## src/rtl/seq_pattern_gen_pkg.sv

```systemverilog
// Shared constants for the serial stimulus generator: LFSR seed/taps,
// default pattern and the mode encoding.
package seq_pkg;

  localparam logic [15:0] LFSR_SEED   = 16'hACE1;
  // Taps 15,13,12,10 for x^16+x^14+x^13+x^11+1 in shift-left form.
  localparam logic [15:0] LFSR_TAPS   = 16'hB400;
  localparam logic [31:0] DEF_PATTERN = 32'h0000_B2D3;
  localparam int          DEF_PAT_LEN = 16;

  typedef enum logic {
    MODE_PATTERN = 1'b0,
    MODE_LFSR    = 1'b1
  } seq_mode_e;

  function automatic logic [15:0] lfsr_next(input logic [15:0] s);
    return {s[14:0], ^(s & LFSR_TAPS)};
  endfunction

endpackage

```

## src/rtl/seq_pattern_gen_if.sv

```systemverilog
// Control inputs and serial/marker outputs of seq_pattern_gen.
interface seq_pattern_gen_if;
  // No backpressure: bit_strobe is a one-cycle qualifier; seq_bit, bit_idx and
  // frame_start are valid to sample on any cycle where bit_strobe is high.
  logic       enable;
  logic       mode;
  logic       seq_bit;
  logic       bit_strobe;
  logic [4:0] bit_idx;
  logic       frame_start;

  modport master (
    output enable, mode,
    input  seq_bit, bit_strobe, bit_idx, frame_start
  );

  modport slave (
    input  enable, mode,
    output seq_bit, bit_strobe, bit_idx, frame_start
  );
endinterface

```

## src/rtl/seq_pattern_gen_tick_divider.sv

```systemverilog
// Clock-enable divider: one-cycle tick every DIV_COUNT enabled clk cycles.
module tick_divider #(
  parameter int DIV_COUNT = 50_000_000
) (
  input  logic clk,
  input  logic reset,
  input  logic enable,
  output logic tick
);

  localparam int CW = (DIV_COUNT > 1) ? $clog2(DIV_COUNT) : 1;

  logic [CW-1:0] cnt_q, cnt_d;

  assign tick = enable && (cnt_q == CW'(DIV_COUNT - 1));

  always_comb begin
    cnt_d = cnt_q;
    if (tick)        cnt_d = '0;
    else if (enable) cnt_d = cnt_q + 1'b1;
  end

  always_ff @(posedge clk or posedge reset) begin
    if (reset) cnt_q <= '0;
    else       cnt_q <= cnt_d;
  end

endmodule

```

## src/rtl/seq_pattern_gen.sv

```systemverilog
// Serial pattern source advancing one bit per divider tick, with frame markers.
// Optional LFSR mode is compiled in when SEQ_LFSR_EN is defined.
module seq_pattern_gen
  import seq_pkg::*;
#(
  parameter int          DIV_COUNT = 50_000_000,
  parameter int          PAT_LEN   = DEF_PAT_LEN,
  parameter logic [31:0] PATTERN   = DEF_PATTERN
) (
  input logic               clk,
  input logic               reset,
  seq_pattern_gen_if.slave  bus
);

  logic       tick;
  logic       seq_bit_q, seq_bit_d;
  logic       strobe_q;
  logic       frame_q;
  logic [4:0] idx_q, idx_d;
  logic       first_q;
  logic       new_frame;

  tick_divider #(.DIV_COUNT(DIV_COUNT)) u_div (
    .clk    (clk),
    .reset  (reset),
    .enable (bus.enable),
    .tick   (tick)
  );

`ifdef SEQ_LFSR_EN
  logic [15:0] lfsr_q, lfsr_d, lfsr_src;
  seq_mode_e   mode_q, mode_in;
  logic        mode_switch;

  assign mode_in = seq_mode_e'(bus.mode);
`else
  logic unused_mode;
  assign unused_mode = bus.mode;
`endif

  always_comb begin
    new_frame = first_q || (idx_q == 5'(PAT_LEN - 1));
`ifdef SEQ_LFSR_EN
    mode_switch = (mode_in != mode_q);
    new_frame   = new_frame || mode_switch;
`endif
    idx_d     = new_frame ? 5'd0 : idx_q + 5'd1;
    seq_bit_d = PATTERN[5'(PAT_LEN - 1) - idx_d];
`ifdef SEQ_LFSR_EN
    // A mode switch restarts from the seed before the shift that yields the bit.
    lfsr_src = mode_switch ? LFSR_SEED : lfsr_q;
    lfsr_d   = lfsr_q;
    if (mode_in == MODE_LFSR) begin
      if (!mode_switch && lfsr_q == 16'h0) lfsr_d = LFSR_SEED;
      else                                 lfsr_d = lfsr_next(lfsr_src);
      seq_bit_d = lfsr_d[15];
    end
`endif
  end

  always_ff @(posedge clk or posedge reset) begin
    if (reset) begin
      seq_bit_q <= 1'b0;
      strobe_q  <= 1'b0;
      frame_q   <= 1'b0;
      idx_q     <= 5'd0;
      first_q   <= 1'b1;
    end else begin
      strobe_q <= tick;
      frame_q  <= tick && new_frame;
      if (tick) begin
        seq_bit_q <= seq_bit_d;
        idx_q     <= idx_d;
        first_q   <= 1'b0;
      end
    end
  end

`ifdef SEQ_LFSR_EN
  always_ff @(posedge clk or posedge reset) begin
    if (reset) begin
      lfsr_q <= LFSR_SEED;
      mode_q <= MODE_PATTERN;
    end else if (tick) begin
      lfsr_q <= lfsr_d;
      mode_q <= mode_in;
    end
  end
`endif

  assign bus.seq_bit     = seq_bit_q;
  assign bus.bit_strobe  = strobe_q;
  assign bus.bit_idx     = idx_q;
  assign bus.frame_start = frame_q;

endmodule

```

## src/flat_wrapper.sv

```systemverilog
// flat-port wrapper written by rule: the top's interface ports become plain ports
module seq_pattern_gen_flat import seq_pkg::*;
#(
  parameter int          DIV_COUNT = 50_000_000,
  parameter int          PAT_LEN   = DEF_PAT_LEN,
  parameter logic [31:0] PATTERN   = DEF_PATTERN
)
  (clk, reset, bus_enable, bus_mode, bus_seq_bit, bus_bit_strobe, bus_bit_idx, bus_frame_start);
  seq_pattern_gen_if bus_i ();
  input logic clk;
  input logic reset;
  input wire logic [$bits(bus_i.enable)-1:0] bus_enable;
  input wire logic [$bits(bus_i.mode)-1:0] bus_mode;
  output wire logic [$bits(bus_i.seq_bit)-1:0] bus_seq_bit;
  output wire logic [$bits(bus_i.bit_strobe)-1:0] bus_bit_strobe;
  output wire logic [$bits(bus_i.bit_idx)-1:0] bus_bit_idx;
  output wire logic [$bits(bus_i.frame_start)-1:0] bus_frame_start;
  assign bus_i.enable = bus_enable;
  assign bus_i.mode = bus_mode;
  assign bus_seq_bit = bus_i.seq_bit;
  assign bus_bit_strobe = bus_i.bit_strobe;
  assign bus_bit_idx = bus_i.bit_idx;
  assign bus_frame_start = bus_i.frame_start;
  seq_pattern_gen #(.DIV_COUNT(DIV_COUNT), .PAT_LEN(PAT_LEN), .PATTERN(PATTERN)) u_core (.clk(clk), .reset(reset), .bus(bus_i));
endmodule
```

## config.mk

```make
export PLATFORM = sky130hd
export DESIGN_NAME = seq_pattern_gen_flat
export DESIGN_NICKNAME = d
export VERILOG_FILES = /design/src/rtl/seq_pattern_gen_pkg.sv /design/src/rtl/seq_pattern_gen_if.sv /design/src/rtl/seq_pattern_gen_tick_divider.sv /design/src/rtl/seq_pattern_gen.sv /design/src/flat_wrapper.sv
export SDC_FILE = /design/constraint.sdc
export NUM_CORES = 1
export LEC_CHECK = 0
export ABC_AREA = 1
export ABC_CLOCK_PERIOD_IN_PS = 1620
export CAP_MARGIN = 20
export CORE_MARGIN = 4
export CORE_UTILIZATION = 53
export CTS_CLUSTER_DIAMETER = 40
export CTS_CLUSTER_SIZE = 20
export DETAILED_ROUTE_END_ITERATION = 6
export GPL_ROUTABILITY_DRIVEN = 0
export PLACE_DENSITY = 0.75
export SYNTH_ARGS = -nofsm -noshare
export SYNTH_HDL_FRONTEND = slang
export SYNTH_HIERARCHICAL = 1
export SYNTH_SLANG_ARGS = --single-unit
```

## constraint.sdc

```tcl
create_clock -name clk -period 1.62 [get_ports clk]
set_input_delay 0.324 -clock clk [delete_from_list [all_inputs] [get_ports clk]]
set_output_delay 0.324 -clock clk [all_outputs]
set_load 0.01 [all_outputs]
```

After elaboration in Yosys (flattened, before gate mapping)
Memory sizes are Yosys's and may differ from the RTL's. A register that Yosys moved wholly into a read port is not among the register bits.
Index checks and enable logic that the tools add are counted.
{"block": "word_totals", "reg_bits": 34, "word_cells": 18, "out_inout_bits": 8, "mem_bits_ro": 32, "mem_count": 1, "input_bits": 4}
{"block": "classes", "n_mux": 3, "eq_ne": 2, "reduce_logical": 4, "addsub": 3}
{"memory": "(no name shown)", "depth": 32, "width": 1, "rd": 1, "rd_ports_with_merged_regs": 1, "wr": 0, "line_no": "seq_pattern_gen.sv:48", "source": "seq_bit_d = PATTERN[5'(PAT_LEN - 1) - idx_d];"}
{"op": "two-way mux 26 bit", "n": 2}
{"op": "adder 26 x 1 -> 26 bit (second input constant)", "n": 1}
{"op": "== test 26 bit (second input constant)", "n": 1}
{"op": "adder 5 x 1 -> 5 bit (second input constant)", "n": 1}
{"op": "== test 5 x 4 -> 1 bit (second input constant)", "n": 1}
{"op": "two-way mux 5 bit", "n": 1}
{"op": "subtractor 4 x 5 -> 5 bit (first input constant)", "n": 1}
{"op": "logical AND 1 bit", "n": 2}
{"op": "nonzero test 2 bit", "n": 1}
{"op": "logical OR 1 bit", "n": 1}

Longest topological paths before layout
Gate-level depths: netlist of run 1.
{"block": "depth", "ltp_word": 4, "mapped_depth": 12, "ltp_nobuf": 12}

Cells and area by module
The synthesis of run 1 kept the hierarchy.
{"mod": "tick_divider", "n_inst": 1, "area_each_um2": 1671.6, "cells_each": 243, "seq_area_each_um2": 650.6}
{"mod": "seq_pattern_gen", "n_inst": 1, "area_each_um2": 454.2, "cells_each": 56, "seq_area_each_um2": 226.5}

Worst setup path after synthesis of run 1
Ideal clock, no wire load.
{"block": "synth_path", "kind": "reg-to-reg", "from": "register u_core.u_div.cnt_q[0]", "to": "register u_core.seq_bit_q (netlist: u_core/bus.seq_bit)", "setup_ps": 65, "required_time_ps": 1555, "path_buffers": 0, "t_arrival_ps": 1643, "slack_ps": -87, "stages_incl_launch_ff": 12, "synth_period_minus_slack_ps": 1707, "path_cell_list": "dfrtp_1 ha_1 nand2_1 inv_1 nand3_1 nor3_2 nand2_1 inv_1 clkinv_1 a21oi_1 nand3_1 nand2_1"}
{"block": "synth_via", "elab_chain_len": 2}
{"item": "from (decl)", "line_no": "seq_pattern_gen_tick_divider.sv:13", "source": "logic [CW-1:0] cnt_q, cnt_d;"}
{"item": "from (signal assigned)", "line_no": "seq_pattern_gen_tick_divider.sv:25", "source": "else cnt_q <= cnt_d;"}
{"item": "== test 26 bit", "line_no": "seq_pattern_gen_tick_divider.sv:15", "source": "assign tick = enable && (cnt_q == CW'(DIV_COUNT - 1));"}
{"item": "logical AND 1 bit", "line_no": "seq_pattern_gen_tick_divider.sv:15"}
{"item": "named net u_core.tick", "line_no": "seq_pattern_gen.sv:15", "source": "logic tick;"}
{"item": "to (decl)", "line_no": "seq_pattern_gen.sv:16", "source": "logic seq_bit_q, seq_bit_d;"}
The timed path passes the listed nets, and every way through them passes these cells.
A chain may end at the register's enable or synchronous reset.

Final worst setup path of run 1
{"block": "layout_path", "from": "register u_core.idx_q[1] (netlist: u_core/bus.bit_idx[1])", "to": "register u_core.seq_bit_q (netlist: u_core/bus.seq_bit)"}
{"block": "layout_via", "elab_chain_len": 4, "elab_cells_between_ends": 5, "cone_classes": "2 x add/sub; 1 x eq/ne; 1 x mux; 1 x reduce/logical"}
{"item": "from (decl)", "line_no": "seq_pattern_gen.sv:19", "source": "logic [4:0] idx_q, idx_d;"}
{"item": "from (signal assigned)", "line_no": "seq_pattern_gen.sv:73", "source": "idx_q <= idx_d;"}
{"item": "parallel branches: the longest is 2 deep, another holds adder 5 x 1 -> 5 bit"}
{"item": "two-way mux 5 bit *", "line_no": "seq_pattern_gen.sv:47", "source": "idx_d = new_frame ? 5'd0 : idx_q + 5'd1;"}
{"item": "subtractor 4 x 5 -> 5 bit *", "line_no": "seq_pattern_gen.sv:48"}
Every way passes the cells marked *.

==> flow_results.xml, run 1 <==
<?xml version="1.0" encoding="UTF-8"?>
<metrics>
  <group name="logic_synthesis">
    <metric name="synth_unique_cells" unit="">28</metric>
    <metric name="share_of_synthesized_area_occupied_by_flip_flops_and_latches" unit="">0.413</metric>
    <metric name="synth_area_in_compound_gates" unit="">0.0288</metric>
    <metric name="syn_inst" unit="">299</metric>
    <metric name="yosys.area_share.adder" unit="">0.0177</metric>
    <metric name="synthMuxAreaShare" unit="">0</metric>
    <metric name="syn_area_per_cell" unit="um^2">7.11</metric>
    <metric name="mappedNetlistNets" unit="">306</metric>
    <metric name="main_combinational_cell_family_by_area_after_synthesis" unit="">simple AND/OR/NAND/NOR gates</metric>
    <metric name="synth_area" unit="um^2">2130</metric>
    <metric name="post_synth_xor_area_fraction" unit="">0.0330</metric>
    <metric name="postSynthRegisterBits" unit="">35</metric>
    <metric name="synth-simple-area-share" unit="">0.410</metric>
    <metric name="synth.yosys.warnings" unit="">6</metric>
  </group>
  <group name="global_route">
    <metric name="grt_pass1_wl" unit="um">7950</metric>
    <metric name="globalRouteTotalUtil" unit="">0.194</metric>
    <metric name="maximum_number_of_pins_on_one_net_before_global_route_repair" unit="">27</metric>
    <metric name="grt_remaining_overflow" unit="">0</metric>
    <metric name="vias_in_the_first_global_route" unit="">1767</metric>
    <metric name="grt_antenna_before_repair" unit="">0</metric>
  </group>
  <group name="finish">
    <metric name="multi_input_area" unit="um^2">1090</metric>
    <metric name="post_layout_nonfiller_instances" unit="">402</metric>
    <metric name="design.final.nets" unit="">360</metric>
    <metric name="most_common_library_cell_in_the_layout_ignoring_fill_and_taps" unit="">sky130_fd_sc_hd__nand2_1</metric>
    <metric name="antenna_cells_inserted" unit="">0</metric>
    <metric name="fill_cells" unit="">287</metric>
    <metric name="seq_area" unit="um^2">878</metric>
    <metric name="final_core_utilization" unit="">0.719</metric>
    <metric name="layout-drive-gt1-share" unit="">0.226</metric>
    <metric name="layout.cells.most_common_list" unit="">sky130_fd_sc_hd__nand2_1 (79), sky130_fd_sc_hd__nor2_1 (51), sky130_fd_sc_hd__inv_1 (43)</metric>
    <metric name="syn2layout_area_growth" unit="%">27.6</metric>
  </group>
  <group name="pwr">
    <metric name="worst_ir_drop_vdd" unit="mV">0.494</metric>
    <metric name="power-per-cell-area" unit="nW/um^2">836</metric>
    <metric name="finalPower" unit="uW">2270</metric>
    <metric name="p_leak" unit="uW">0.00153</metric>
  </group>
  <group name="critical_path">
    <metric name="critPathLaunchType" unit="">flip-flop</metric>
    <metric name="critical_path_required" unit="ns">1.80</metric>
    <metric name="reg2regPathDepth" unit="">10</metric>
    <metric name="critical_path_class" unit="">flip-flop to flip-flop</metric>
    <metric name="setup.worst_path.end_class" unit="">flip-flop</metric>
    <metric name="startpoint" unit="">u_core/bus.bit_idx[1]</metric>
    <metric name="cp_max_fo" unit="">8</metric>
    <metric name="timing.critical_path.arrival" unit="ns">1.82</metric>
    <metric name="reg2reg_from" unit="">u_core/bus.bit_idx[1]</metric>
    <metric name="destination_of_the_worst_register_to_register_timing_path" unit="">u_core/bus.seq_bit</metric>
    <metric name="timing.reg2reg.setup_slack" unit="ns">-0.02</metric>
  </group>
  <group name="sta">
    <metric name="worst-slew-pin-transition" unit="ns">0.341</metric>
    <metric name="setup-violations-final" unit="">1</metric>
    <metric name="fmax" unit="GHz">0.611</metric>
    <metric name="final.setup.worst_slack" unit="ns">-0.0165</metric>
    <metric name="fin_tns_setup" unit="ns">-0.0165</metric>
    <metric name="unrepaired_setup_endpoints_after_global_routing" unit="">true</metric>
    <metric name="fin_skew" unit="ns">0.00210</metric>
    <metric name="final_max_slew_viol_count" unit="">0</metric>
    <metric name="finalCriticalPeriod" unit="ns">1.64</metric>
    <metric name="min_period_over_period" unit="">1.01</metric>
    <metric name="slew_headroom" unit="">0.773</metric>
    <metric name="hold_viol_final" unit="">0</metric>
  </group>
  <group name="placement">
    <metric name="numPortBuffers" unit="">10</metric>
    <metric name="placed_cells" unit="">383</metric>
    <metric name="detailedPlacementHpwl" unit="um">3490</metric>
  </group>
  <group name="route">
    <metric name="drtIter0Drc" unit="">97</metric>
    <metric name="drc" unit="">0</metric>
    <metric name="via_per_inst" unit="">4.92</metric>
    <metric name="dr.pass1.iters" unit="">4</metric>
    <metric name="wl_per_cell" unit="um">11.9</metric>
    <metric name="detail_route.wirelength" unit="um">4770</metric>
    <metric name="final_antenna_net_count" unit="">0</metric>
    <metric name="num_vias" unit="">1977</metric>
  </group>
  <group name="floorplan">
    <metric name="chipWidth" unit="um">71.3</metric>
    <metric name="ios" unit="">12</metric>
    <metric name="floorplan.rows" unit="">22</metric>
    <metric name="die_height" unit="um">71.3</metric>
    <metric name="initial_util" unit="">0.564</metric>
    <metric name="core_ar" unit="um^2">3770</metric>
    <metric name="die_area" unit="um^2">5090</metric>
  </group>
  <group name="clock_network">
    <metric name="worstSkewPairLatency" unit="ns">0.29</metric>
    <metric name="clock_tree.buffer_depth" unit="">2</metric>
    <metric name="cts.sink_count" unit="">35</metric>
    <metric name="tritoncts" unit="">yes</metric>
    <metric name="cts-buffers-inserted" unit="">5</metric>
    <metric name="clk_root_buffer_cell" unit="">sky130_fd_sc_hd__clkbuf_8</metric>
    <metric name="cts.clk_slew.worst_paths" unit="ns">0.07</metric>
    <metric name="htreeDepth" unit="">2</metric>
  </group>
  <group name="hold_path">
    <metric name="hp-class" unit="">primary input to async pin</metric>
  </group>
  <group name="run_status">
    <metric name="violations" unit="">negative setup slack</metric>
    <metric name="result_of_the_run" unit="">complete, but fails checks</metric>
  </group>
  <group name="job">
    <metric name="maxCapViolCount" unit="">0</metric>
  </group>
</metrics>
power by group:
part / internal (uW) / switching [uW] / total (uW) / leakage (uW)
Sequential: 966 / 107 / 1070 / 0.000404
Clock: 388 / 308 / 696 / 0.0000515
Combinational: 216 / 284 / 500 / 0.00108
timing repair:
action                     in CTS  in global routing
setup endpoints to repair       5                  7
cloned                          0                  0
gates resized for setup         5                 17
hold buffers                    0                  0
hold endpoints to repair        0                  0
setup buffers                   3                  8
pin swaps                       1                  6
sequential cells by signal (all words and copies together), names as in the netlist:
| name | count |
|---|---|
| u_core/bus.bit_strobe | 1 |
| u_core/u_div/cnt_q | 26 |
| u_core/first_q | 1 |
| u_core/bus.bit_idx | 5 |
| u_core/bus.frame_start | 1 |
| u_core/bus.seq_bit | 1 |
metrics by stage:
stage | instance area, um^2 | hold WS [ns] | setup slack (ns)
floorplan | 2130 | 0.151 | 0.00615
global placement | 2480 | 0.445 | -0.170
detailed placement | 2480 | 0.450 | -0.210
CTS | 2600 | 0.326 | -0.0257
global route | 2710 | 0.346 | -0.165
finish | 2710 | 0.319 | -0.0165
cells by family (layout without fill, tap and decap cells):
kind of cell | after synthesis | in the layout
buffers and inverters | 52 | 107
AND/OR/NAND/NOR | 189 | 189
flip-flops | 35 | 35
adder cells (fa/ha/maj) | 3 | 3
AO/OA/AOI/OAI | 12 | 12
XOR/XNOR | 8 | 8
cells in the mapped netlist (all sizes together):
master	number	area, um^2
nor3	6	46.3
nor2	61	285
o21ai	5	25.0
a31oi	1	6.26
xnor2	2	17.5
nand3	25	130
a21oi	6	30.0
nand4	11	68.8
nand2	86	340
clkinv	1	3.75
xor2	6	52.6
ha	3	37.5
dfrtp	34	851
buf	2	18.8
dfstp	1	26.3
inv	49	186
worst max-delay path, cell delays in order (launching register included):
cell	delay, ns
sky130_fd_sc_hd__dfrtp_1	0.39
sky130_fd_sc_hd__ha_2	0.20
sky130_fd_sc_hd__nand2_2	0.08
sky130_fd_sc_hd__nor2_2	0.04
sky130_fd_sc_hd__ha_2	0.18
sky130_fd_sc_hd__nor2_4	0.18
sky130_fd_sc_hd__nand3_1	0.16
sky130_fd_sc_hd__nand2_1	0.09
sky130_fd_sc_hd__nand3_1	0.08
sky130_fd_sc_hd__nand3_1	0.09
sky130_fd_sc_hd__nand2_1	0.05
worst max-delay path by stage:
stage                            endpoint  slack [ns]  cells after the start
finish                 u_core/bus.seq_bit       -0.02                     10
global route           u_core/bus.seq_bit       -0.16                     12
CTS                    u_core/bus.seq_bit       -0.03                     12
detailed placement  u_core/bus.bit_idx[2]       -0.21                     10
global placement    u_core/bus.bit_idx[2]       -0.17                     11
floorplan              u_core/bus.seq_bit       0.006                     12
layout make-up:
class / count / share of cell area
clock buffer: 8 / 0.0369
inverter: 50 / 0.0710
multi-input combinational: 212 / 0.400
sequential: 35 / 0.324
tap: 48 / 0.0221
timing repair buffer: 49 / 0.146
metal layers:
layer  GRT usage  vias up  part of all wire
met5           0        -                 0
li1            -     1031                 -
met2       0.289       38              0.46
met3      0.0449        7             0.039
met4      0.0605        0             0.012
met1       0.279      901              0.49
Power figures use the tool's default switching activity.
==> run 2, diff against run 1 <==
--- a/config.mk
+++ b/config.mk
@@ -6,15 +6,15 @@
 export NUM_CORES = 1
 export LEC_CHECK = 0
 export ABC_AREA = 1
-export ABC_CLOCK_PERIOD_IN_PS = 1620
+export ABC_CLOCK_PERIOD_IN_PS = 2070
 export CAP_MARGIN = 20
 export CORE_MARGIN = 4
-export CORE_UTILIZATION = 53
+export CORE_UTILIZATION = 55
 export CTS_CLUSTER_DIAMETER = 40
 export CTS_CLUSTER_SIZE = 20
 export DETAILED_ROUTE_END_ITERATION = 6
 export GPL_ROUTABILITY_DRIVEN = 0
-export PLACE_DENSITY = 0.75
+export PLACE_DENSITY = 0.74
 export SYNTH_ARGS = -nofsm -noshare
 export SYNTH_HDL_FRONTEND = slang
 export SYNTH_HIERARCHICAL = 1
==> constraint.sdc (replaced) <==
create_clock -name clk -period 2.07 [get_ports clk]
set_input_delay 0.414 -clock clk [delete_from_list [all_inputs] [get_ports clk]]
set_output_delay 0.414 -clock clk [all_outputs]
set_load 0.01 [all_outputs]
==> flow_results.xml, run 2 (synthesis results as in run 1) <==
<?xml version="1.0" encoding="UTF-8"?>
<metrics>
  <group name="run_status">
    <metric name="result_of_the_run" unit="">finished, final reports clean</metric>
  </group>
  <group name="pwr">
    <metric name="worst_ir_drop_vdd" unit="mV">0.509</metric>
    <metric name="power-per-cell-area" unit="nW/um^2">768</metric>
    <metric name="p_leak" unit="uW">0.00138</metric>
    <metric name="finalPower" unit="uW">1880</metric>
  </group>
  <group name="placement">
    <metric name="numPortBuffers" unit="">10</metric>
    <metric name="detailedPlacementHpwl" unit="um">3320</metric>
    <metric name="place_ws" unit="ns">0.0980</metric>
    <metric name="post_dp_cell_area" unit="um^2">2310</metric>
  </group>
  <group name="critical_path">
    <metric name="timing.critical_path.arrival" unit="ns">1.97</metric>
    <metric name="critical_path_class" unit="">flip-flop to flip-flop</metric>
    <metric name="reg2regPathDepth" unit="">10</metric>
    <metric name="cp_max_fo" unit="">8</metric>
    <metric name="critPathLaunchType" unit="">flip-flop</metric>
    <metric name="critical_path_required" unit="ns">2.25</metric>
    <metric name="setup.worst_path.end_class" unit="">flip-flop</metric>
  </group>
  <group name="finish">
    <metric name="multi_input_area" unit="um^2">1040</metric>
    <metric name="fin_area" unit="um^2">2450</metric>
    <metric name="layout-drive-gt1-share" unit="">0.112</metric>
    <metric name="antenna_cells_inserted" unit="">0</metric>
    <metric name="layout.cells.most_common_list" unit="">sky130_fd_sc_hd__nand2_1 (81), sky130_fd_sc_hd__nor2_1 (52), sky130_fd_sc_hd__inv_1 (45)</metric>
    <metric name="syn2layout_area_growth" unit="%">15.2</metric>
    <metric name="largest_register_ffs" unit="">26</metric>
    <metric name="fill_cells" unit="">334</metric>
    <metric name="design.final.nets" unit="">327</metric>
    <metric name="most_common_library_cell_in_the_layout_ignoring_fill_and_taps" unit="">sky130_fd_sc_hd__nand2_1</metric>
    <metric name="seq_area" unit="um^2">877</metric>
    <metric name="regMostFlops" unit="">u_core/u_div/cnt_q</metric>
  </group>
  <group name="global_route">
    <metric name="grt_pass1_wl" unit="um">7800</metric>
    <metric name="grt_remaining_overflow" unit="">0</metric>
    <metric name="grt_use_met3" unit="">0.0504</metric>
    <metric name="met2_usage" unit="">0.295</metric>
    <metric name="grt_antenna_before_repair" unit="">0</metric>
    <metric name="globalRouteTotalUtil" unit="">0.196</metric>
    <metric name="grt.busiest_layer" unit="">met2</metric>
    <metric name="vias_in_the_first_global_route" unit="">1708</metric>
    <metric name="maximum_number_of_pins_on_one_net_before_global_route_repair" unit="">27</metric>
    <metric name="gr-usage-met1" unit="">0.281</metric>
  </group>
  <group name="route">
    <metric name="drtIter0Drc" unit="">131</metric>
    <metric name="detail_route.wirelength" unit="um">4460</metric>
    <metric name="num_vias" unit="">1862</metric>
    <metric name="via_per_inst" unit="">5.05</metric>
    <metric name="dr.pass1.iters" unit="">5</metric>
    <metric name="final_antenna_net_count" unit="">0</metric>
    <metric name="wl_per_cell" unit="um">12.1</metric>
    <metric name="drc" unit="">0</metric>
  </group>
  <group name="sta">
    <metric name="slew_headroom" unit="">0.729</metric>
    <metric name="final_max_slew_viol_count" unit="">0</metric>
    <metric name="final.setup.worst_slack" unit="ns">0.271</metric>
    <metric name="min_period_over_period" unit="">0.869</metric>
    <metric name="fin_skew" unit="ns">0.0101</metric>
    <metric name="fmax" unit="GHz">0.556</metric>
    <metric name="unrepaired_setup_endpoints_after_global_routing" unit="">false</metric>
    <metric name="worst-slew-pin-transition" unit="ns">0.404</metric>
    <metric name="setup-violations-final" unit="">0</metric>
    <metric name="hold_viol_final" unit="">0</metric>
    <metric name="finalCriticalPeriod" unit="ns">1.80</metric>
    <metric name="fin_tns_setup" unit="ns">0</metric>
  </group>
  <group name="clock_network">
    <metric name="cts-buffers-inserted" unit="">5</metric>
    <metric name="postCtsHoldBufs" unit="">0</metric>
    <metric name="post-cts-setup-buffers" unit="">0</metric>
    <metric name="htreeDepth" unit="">2</metric>
    <metric name="cts.sink_count" unit="">35</metric>
    <metric name="cts.clk_slew.worst_paths" unit="ns">0.08</metric>
    <metric name="post_cts_resize_count" unit="">0</metric>
    <metric name="tritoncts" unit="">yes</metric>
    <metric name="clock_tree.buffer_depth" unit="">2</metric>
    <metric name="clk_root_buffer_cell" unit="">sky130_fd_sc_hd__clkbuf_8</metric>
    <metric name="worstSkewPairLatency" unit="ns">0.29</metric>
  </group>
  <group name="hold_path">
    <metric name="hp-class" unit="">primary input to async pin</metric>
  </group>
  <group name="floorplan">
    <metric name="chipWidth" unit="um">70.2</metric>
    <metric name="floorplan.rows" unit="">22</metric>
    <metric name="die_area" unit="um^2">4920</metric>
    <metric name="ios" unit="">12</metric>
    <metric name="core_ar" unit="um^2">3690</metric>
    <metric name="die_height" unit="um">70.2</metric>
    <metric name="initial_util" unit="">0.576</metric>
  </group>
  <group name="job">
    <metric name="maxCapViolCount" unit="">0</metric>
  </group>
</metrics>
## run 2: layout make-up
type / count / area share
multi-input combinational: 212 / 0.425
sequential: 35 / 0.358
inverter: 50 / 0.0777
timing repair buffer: 16 / 0.0593
clock buffer: 5 / 0.0281
clock inverter: 3 / 0.0276
tap: 48 / 0.0245
## run 2: layer usage
| metal | up-vias | part of all wire |
|---|---|---|
| met5 | - | 0 |
| met4 | 0 | 0.0070 |
| met3 | 4 | 0.051 |
| met2 | 41 | 0.45 |
| met1 | 848 | 0.49 |
| li1 | 969 | - |
## run 2: worst paths after layout
check,start,end,slack [ns]
setup / recovery,u_core/bus.bit_idx[1],u_core/bus.seq_bit,0.27
hold / removal,reset,u_core/bus.bit_idx[1],0.41
setup reg to reg,u_core/bus.bit_idx[1],u_core/bus.seq_bit,0.27
hold reg to reg,u_core/first_q,u_core/first_q,0.46
max in group asynchronous,reset,u_core/u_div/cnt_q[17],1.30
min in group clk,u_core/first_q,u_core/first_q,0.46
## run 2: through the flow
stage / hold slack [ns] / util / std cells
floorplan: 0.241 / - / 299
global placement: 0.448 / 0.627 / 361
detailed placement: 0.454 / 0.627 / 361
CTS: 0.413 / 0.664 / 369
global route: 0.423 / 0.664 / 369
finish: 0.407 / 0.664 / 369
## run 2: critical path: stages, from the launching register on
cell and delay, ns:
sky130_fd_sc_hd__dfrtp_1 0.43, sky130_fd_sc_hd__ha_1 0.21, sky130_fd_sc_hd__nand2_1 0.10, sky130_fd_sc_hd__nor2_1 0.06, sky130_fd_sc_hd__ha_1 0.20, sky130_fd_sc_hd__nor2_4 0.20
sky130_fd_sc_hd__nand3_1 0.16, sky130_fd_sc_hd__nand2_1 0.09, sky130_fd_sc_hd__nand3_1 0.08, sky130_fd_sc_hd__nand3_1 0.09, sky130_fd_sc_hd__nand2_1 0.05
## run 2: where the power goes
group	internal, uW	switching, uW
clock network	481	262
registers	753	93.0
logic	108	184
